[src/rtl/cpu_pkg.sv]
// cpu_pkg: shared register-file widths and the issue bundle carried into execute
package cpu_pkg;
  localparam int REG_IDX_W = 5;
  localparam int NUM_REGS  = 32;
  localparam int XLEN      = 32;
  typedef struct packed {
    logic [XLEN-1:0]      pc;
    logic [XLEN-1:0]      imm;
    logic [XLEN-1:0]      rj_val;
    logic [XLEN-1:0]      rk_val;
    logic [REG_IDX_W-1:0] rd_index;
    logic                 rd_we;
  } issue_t;
endpackage

[src/rtl/reg_scoreboard.sv]
// reg_scoreboard: per-register pending-writer counters with three lookup ports
// Ports: clk, rst (sync, active high)
//   inc_en_i/inc_idx_i  writer issued
//   dec_en_i/dec_idx_i  writer retired at writeback
//   rel_en_i/rel_idx_i  writer squashed before being consumed
//   idx_a_i/idx_b_i/idx_c_i -> cnt_a_o/cnt_b_o/cnt_c_o counts, busy_a_o/busy_b_o nonzero flags
module reg_scoreboard import cpu_pkg::*; #(
  parameter int SB_CNT_W = 2
) (
  input  logic                 clk,
  input  logic                 rst,
  input  logic                 inc_en_i,
  input  logic [REG_IDX_W-1:0] inc_idx_i,
  input  logic                 dec_en_i,
  input  logic [REG_IDX_W-1:0] dec_idx_i,
  input  logic                 rel_en_i,
  input  logic [REG_IDX_W-1:0] rel_idx_i,
  input  logic [REG_IDX_W-1:0] idx_a_i,
  input  logic [REG_IDX_W-1:0] idx_b_i,
  input  logic [REG_IDX_W-1:0] idx_c_i,
  output logic [SB_CNT_W-1:0]  cnt_a_o,
  output logic [SB_CNT_W-1:0]  cnt_b_o,
  output logic [SB_CNT_W-1:0]  cnt_c_o,
  output logic                 busy_a_o,
  output logic                 busy_b_o
);
  logic [SB_CNT_W-1:0] cnt_q [NUM_REGS];
  logic [SB_CNT_W-1:0] cnt_d [NUM_REGS];
  logic [NUM_REGS-1:0] uf;
  // r0 is never tracked, so its counter is a constant zero
  assign cnt_d[0] = '0;
  assign uf[0] = 1'b0;
  for (genvar r = 1; r < NUM_REGS; r++) begin : g_cnt
    logic [SB_CNT_W:0] up, down;
    assign up = {1'b0, cnt_q[r]} + (SB_CNT_W+1)'(inc_en_i && inc_idx_i == REG_IDX_W'(r));
    assign down = (SB_CNT_W+1)'(dec_en_i && dec_idx_i == REG_IDX_W'(r))
                + (SB_CNT_W+1)'(rel_en_i && rel_idx_i == REG_IDX_W'(r));
    assign uf[r] = up < down;
    assign cnt_d[r] = uf[r] ? '0 : SB_CNT_W'(up - down);
  end
  always_ff @(posedge clk) begin
    if (rst) cnt_q <= '{default: '0};
    else cnt_q <= cnt_d;
  end
  assign cnt_a_o = cnt_q[idx_a_i];
  assign cnt_b_o = cnt_q[idx_b_i];
  assign cnt_c_o = cnt_q[idx_c_i];
  assign busy_a_o = cnt_a_o != '0;
  assign busy_b_o = cnt_b_o != '0;
  // more releases than pending writers means the surrounding pipeline broke protocol
  a_no_underflow: assert property (@(posedge clk) disable iff (rst) uf == '0);
endmodule

[src/rtl/reg_read_stage.sv]
// reg_read_stage: register-read/issue stage with RAW/WAW scoreboard, writeback forwarding and execute handshake
// Ports: clk, rst (sync, active high)
//   id_*   decode bundle in, id_ready back to decode
//   rf_*   register-file read addresses out, read data in
//   wb_*   retiring writer (data lands in the RF at this edge)
//   flush  squash the held execute bundle and any decode bundle
//   ex_*   valid/ready bundle to execute
//   perf_stall_cnt  hazard-stall cycles; counts only when REG_READ_PERF_EN is defined, else 0
module reg_read_stage import cpu_pkg::*; #(
  parameter int SB_CNT_W = 2
) (
  input  logic                 clk,
  input  logic                 rst,
  input  logic                 id_valid,
  output logic                 id_ready,
  input  logic [XLEN-1:0]      id_pc,
  input  logic [XLEN-1:0]      id_imm,
  input  logic [REG_IDX_W-1:0] id_rj_index,
  input  logic [REG_IDX_W-1:0] id_rk_index,
  input  logic [REG_IDX_W-1:0] id_rd_index,
  input  logic                 id_uses_rj,
  input  logic                 id_uses_rk,
  input  logic                 id_rd_we,
  output logic [REG_IDX_W-1:0] rf_rj_index,
  output logic [REG_IDX_W-1:0] rf_rk_index,
  input  logic [XLEN-1:0]      rf_rj_read,
  input  logic [XLEN-1:0]      rf_rk_read,
  input  logic                 wb_valid,
  input  logic [REG_IDX_W-1:0] wb_rd_index,
  input  logic [XLEN-1:0]      wb_rd_data,
  input  logic                 wb_discard,
  input  logic                 flush,
  output logic                 ex_valid,
  input  logic                 ex_ready,
  output logic [XLEN-1:0]      ex_pc,
  output logic [XLEN-1:0]      ex_imm,
  output logic [XLEN-1:0]      ex_rj_val,
  output logic [XLEN-1:0]      ex_rk_val,
  output logic [REG_IDX_W-1:0] ex_rd_index,
  output logic                 ex_rd_we,
  output logic [31:0]          perf_stall_cnt
);
  localparam logic [SB_CNT_W-1:0] CNT_MAX = '1;
  localparam logic [SB_CNT_W-1:0] CNT_ONE = SB_CNT_W'(1);
  issue_t ex_q, ex_d;
  logic ex_valid_q, ex_valid_d;
  logic [SB_CNT_W-1:0] cnt_j, cnt_k, cnt_rd;
  logic busy_j, busy_k, fwd_j, fwd_k, haz_j, haz_k, waw_full, slot_free, issue;
  logic [XLEN-1:0] rj_val, rk_val;
  reg_scoreboard #(.SB_CNT_W(SB_CNT_W)) u_sb (
    .clk      (clk),
    .rst      (rst),
    .inc_en_i (issue && id_rd_we),
    .inc_idx_i(id_rd_index),
    .dec_en_i (wb_valid),
    .dec_idx_i(wb_rd_index),
    .rel_en_i (flush && ex_valid_q && !ex_ready && ex_q.rd_we),
    .rel_idx_i(ex_q.rd_index),
    .idx_a_i  (id_rj_index),
    .idx_b_i  (id_rk_index),
    .idx_c_i  (id_rd_index),
    .cnt_a_o  (cnt_j),
    .cnt_b_o  (cnt_k),
    .cnt_c_o  (cnt_rd),
    .busy_a_o (busy_j),
    .busy_b_o (busy_k)
  );
  assign rf_rj_index = id_rj_index;
  assign rf_rk_index = id_rk_index;
  assign slot_free = !ex_valid_q || ex_ready;
  assign fwd_j = wb_valid && !wb_discard && wb_rd_index == id_rj_index && id_rj_index != '0;
  assign fwd_k = wb_valid && !wb_discard && wb_rd_index == id_rk_index && id_rk_index != '0;
  // r0 is forced to zero here so a misbehaving RF read port cannot leak into execute
  assign rj_val = id_rj_index == '0 ? '0 : fwd_j ? wb_rd_data : rf_rj_read;
  assign rk_val = id_rk_index == '0 ? '0 : fwd_k ? wb_rd_data : rf_rk_read;
  // the last outstanding writer retiring this cycle is covered by the forward path
  assign haz_j = id_uses_rj && busy_j && !(fwd_j && cnt_j == CNT_ONE);
  assign haz_k = id_uses_rk && busy_k && !(fwd_k && cnt_k == CNT_ONE);
  assign waw_full = id_rd_we && cnt_rd == CNT_MAX;
  assign id_ready = slot_free && !haz_j && !haz_k && !waw_full && !flush;
  assign issue = id_valid && id_ready;
  assign ex_d = issue ? issue_t'{pc: id_pc, imm: id_imm, rj_val: rj_val, rk_val: rk_val,
                                 rd_index: id_rd_index, rd_we: id_rd_we} : ex_q;
  assign ex_valid_d = issue || (ex_valid_q && !ex_ready && !flush);
  always_ff @(posedge clk) begin
    if (rst) begin
      ex_q <= '0;
      ex_valid_q <= 1'b0;
    end else begin
      ex_q <= ex_d;
      ex_valid_q <= ex_valid_d;
    end
  end
  assign ex_valid = ex_valid_q;
  assign ex_pc = ex_q.pc;
  assign ex_imm = ex_q.imm;
  assign ex_rj_val = ex_q.rj_val;
  assign ex_rk_val = ex_q.rk_val;
  assign ex_rd_index = ex_q.rd_index;
  assign ex_rd_we = ex_q.rd_we;
`ifdef REG_READ_PERF_EN
  logic [31:0] perf_q;
  always_ff @(posedge clk) begin
    if (rst) perf_q <= '0;
    else perf_q <= perf_q + 32'(id_valid && (haz_j || haz_k || waw_full) && !flush);
  end
  assign perf_stall_cnt = perf_q;
`else
  assign perf_stall_cnt = '0;
`endif
endmodule

[config.mk]
export PLATFORM = sky130hd
export DESIGN_NAME = reg_read_stage
export DESIGN_NICKNAME = d
export VERILOG_FILES = /design/src/rtl/cpu_pkg.sv /design/src/rtl/reg_scoreboard.sv /design/src/rtl/reg_read_stage.sv
export SDC_FILE = /design/constraint.sdc
export NUM_CORES = 1
export LEC_CHECK = 0
export BUFFER_PORTS_ARGS = -buffer_cell sky130_fd_sc_hd__buf_2
export CAP_MARGIN = 25
export CORE_MARGIN = 3
export CORE_UTILIZATION = 35
export CTS_CLUSTER_DIAMETER = 50
export DETAILED_ROUTE_END_ITERATION = 7
export HOLD_SLACK_MARGIN = 0.06
export PLACE_DENSITY = 0.58
export SYNTH_ARGS = -nofsm -noshare
export SYNTH_HDL_FRONTEND = slang
export SYNTH_HIERARCHICAL = 1
export SYNTH_SLANG_ARGS = --single-unit
[constraint.sdc]
create_clock -name clk -period 4.2 [get_ports clk]
set_clock_uncertainty 0.05 [all_clocks]
set_input_delay 0.21 -clock clk [delete_from_list [all_inputs] [get_ports clk]]
set_output_delay 0.21 -clock clk [all_outputs]
set_load 0.01 [all_outputs]
==> results.md <==
* Status: complete, no violations
* Leading area contributor after synthesis: dfxtp_1
* Period utilization at 0.975
* Worst slew pin tran at slightly above 1 ns
* Initial antenna violation count at 7
* Synth cell count leaders: 221 x a21oi_1, 197 x dfxtp_1, 134 x o31ai_1, 130 x nor2_1, 124 x ha_1
* Routed WL per cell at 21.9 um
* Top-count cell post-synth: a21oi_1
* Final Hold Fails at 0
* Die Height at 209 um
* Flop-to-flop setup slack at roughly 0.10 ns
* Final ANT Viol Nets at 0
* Number of synthesized flops with an enable pin at 0
* Overflow after GRT at 0
* Core area at just over 40000 um^2
* Setup CP Type: flip-flop to flip-flop
* Critical path cell sequence: mux4_1, mux4_2, mux2_2, a311oi_2, and2_4, nand4_1, inv_2, nor2b_4, buf_4, nand2_2, nor2_1, ha_1, fa_1, xor2_1, nor3b_1
* Top_reg_cell synth: dfxtp_1
* Max stage delay on crit path at roughly 0.50 ns
* Combinational Power Share at 0.195
* Finished Layout Cells at about 2600
* Placer's final routability congestion estimate at 0.921
* CTS root buffer: clkbuf_16
* CP bufs+invs at 2
* Final Cell Area at ~18000 um^2
* Number of max-cap violations at 0
* Post-place instance area at 16800 um^2
* Post-synthesis cell type count at 47
* CP Launch Point: u_sb/cnt_q[44]$_SDFF_PP0_
* DP HPWL at approximately 40 mm
* Setup crit end: u_sb/cnt_q[61]$_SDFF_PP0_
* Worst r2r path cells at 15
* Width of the die at 209 um
* Synth warn at 6
* Hold Crit Class: primary input to flip-flop
* Crit. End Element: flip-flop
* R2r endpoint: u_sb/cnt_q[61]$_SDFF_PP0_
* Final setup margin at approximately 0.10 ns
* VDD IR max at 0.000207 V
* CTS buffer count at 17
* Port bufs at 335
* Via density at 5.82
* IO Count at ~370
* Portion of total power attributed to sequential cells at 0.426
* Drt total wl at 56.1 mm
* Crit path arrival time at roughly 4.4 ns
* # setup viols final at 0
* Fmax at about 0.24 GHz
* Internal power at approximately 0.0032 W
* Vias in the first global route at between 10000 and 15000
* PD cells at approximately 260 nW/um^2
* Clock Latency Late Sink at between 0.4 and 0.5 ns
* Detailed Route Iter0 Violations at between 1500 and 2000
* Post-synthesis average cell area at approximately 8.6 um^2
* First-pass GRT wire length at around 85 mm
* CP max-delay cell: mux4_1
* Largest net degree at the start of global routing at 120
* Final net count at ~2400
* Row count at between 70 and 80
* Ys async rst share at 0
* Initial Utilization at 0.359
* Mapped Cells at 1679
* Share of post-route cells with drive strength above 1 at 0.270
* Req. time, crit path at 4.53 ns
* Synth top area cells: dfxtp_1 27%, ha_1 11%, a21oi_1 7.7%, o31ai_1 7.0%, mux4_2 6.1%
* Crit Path Max Fanout at 5
* Top cell type's share of synthesized area at 0.273
* Clock share of power at 0.378
* Area Growth Syn to Fin at 25.8%
* Die ar. at 43700 um^2
* CP Launch Type: flip-flop
* H-tree Lvls at 4
* Placed cells at about 2500
* Min Tclk post-route at 4.10 ns
* LEAKAGE at roughly 8.0 nW
* Max_slew headroom at 0.322
* RSZ-0062 raised after global routing: true
* Sink Count at just under 200
* R2R Path Start: u_sb/cnt_q[44]$_SDFF_PP0_
* P_sw at approximately 0.0014 W
* Worst path depth at 15
* Post-synthesis sequential area ratio at 0.273
* CTS clk-pin slew, worst paths at 0.08 ns
* Detailed Routing Iterations Pass 1 at 6
* Worst slack at placement at -0.193 ns
* Clock Tree Buf Depth at 2
* CP top delay family: multiplexers
* Fillers at 3868
* Slew Viols, Final at 0
* FF+latch count, synth at 197
* Overall Global Routing Usage at 0.243
* Switch share at 0.309
* # DRC at 0
* CTS tree: yes
* Post-Syn Area at ~14000 um^2
* Vias post-DR at about 15000
power by group through the flow:
| stage | registers, W | clock network (W) | logic [W] |
|---|---|---|---|
| finish | 0.00198 | 0.00175 | 0.000906 |
| global route | 0.00199 | 0.00186 | 0.000972 |
| CTS | 0.00198 | 0.00180 | 0.000889 |
| detailed placement | 0.00202 | 0 | 0.000837 |
| global placement | 0.00202 | 0 | 0.000832 |
| floorplan | 0.00204 | 0 | 0.000464 |
layout by cell type, fill, tap and decap left out, types with 66 or more instances in the layout:
master	synthesis	routed
a21oi_1	221	221
and3_1	66	66
o31ai_1	134	134
nor2_1	130	128
buf_4	48	95
buf_2	24	334
nand4_1	75	75
dfxtp_1	197	192
ha_1	124	117
worst min-delay path by stage:
stage / startpoint / slack, ns / depth (start not counted) / to
after CTS: id_rd_index[3] / 0.06 / 3 / ex_rd_index[3]$_SDFFE_PP0P_
after floorplan: id_imm[0] / 0.31 / 2 / ex_imm[0]$_SDFFE_PP0P_
final: id_rd_index[0] / 0.1 / 3 / ex_rd_index[0]$_SDFFE_PP0P_
after global placement: ex_rj_val[9]$_SDFFE_PP0P_ / 0.40 / 2 / ex_rj_val[9]$_SDFFE_PP0P_
after global routing: id_rd_index[3] / 0.12 / 3 / ex_rd_index[3]$_SDFFE_PP0P_
after detailed placement: ex_rk_val[10]$_SDFFE_PP0P_ / 0.41 / 2 / ex_rk_val[10]$_SDFFE_PP0P_
cell families after synthesis:
| logic type | count (synthesis) | share of synthesized area |
|---|---|---|
| simple gates | 431 | 0.158 |
| buf+inv | 280 | 0.0889 |
| mux | 66 | 0.0833 |
| xor+xnor | 41 | 0.0249 |
| other cells | 1 | 0.000260 |
| fa+ha+maj | 155 | 0.150 |
| compound gates | 508 | 0.221 |
| flops | 197 | 0.273 |
flip-flops by register name, indices dropped and copies added (netlist names):
name,count
ex_valid,1
ex_pc,32
ex_rd_index,5
ex_rd_we,1
ex_imm,32
u_sb/cnt_q,62
ex_rk_val,32
ex_rj_val,32
final cells by class:
cell class	count	area, um^2	share of cell area
inverters	66	248	0.0136
well taps	525	657	0.0362
repair buffers	504	3230	0.178
flip-flops and latches	197	3950	0.218
diodes	8	20.0	0.00110
multi-input cells	1233	9460	0.521
clock buffers	20	467	0.0257
clock inverters	11	139	0.00765
worst register-to-register path: cells and delay by family (launching register included):
kind                     cells  cell delay [ns]
multiplexers                 3             1.27
AND/OR/NAND/NOR              6             0.92
adder cells (fa/ha/maj)      2             0.68
flip-flops                   1             0.37
AO/OA/AOI/OAI                1             0.27
buffers and inverters        2             0.27
XOR/XNOR                     1             0.18
what timing repair did:
item	CTS	global route
endpoints found under the hold margin	65	0
resized for setup	0	20
hold buffers	65	0
endpoints found under the setup margin	0	44
setup buffers	0	5
per-stage QoR:
stage / hold slack (ns) / setup TNS (ns) / util / power [W]
finish: 0.0994 / 0 / 0.451 / 0.00464
floorplan: 0.310 / 0 / - / 0.00251
detailed placement: 0.406 / -3.55 / 0.417 / 0.00286
CTS: 0.0638 / 0 / 0.448 / 0.00467
global route: 0.117 / -0.0419 / 0.451 / 0.00482
global placement: 0.400 / -1.45 / 0.417 / 0.00285
per-layer routing:
metal / wire, um / track usage
met3: 4300 / 0.0513
met2: 26600 / 0.401
met4: 2700 / 0.116
met5: 32 / 0
met1: 22400 / 0.303
(Power assumes the default switching activity.)
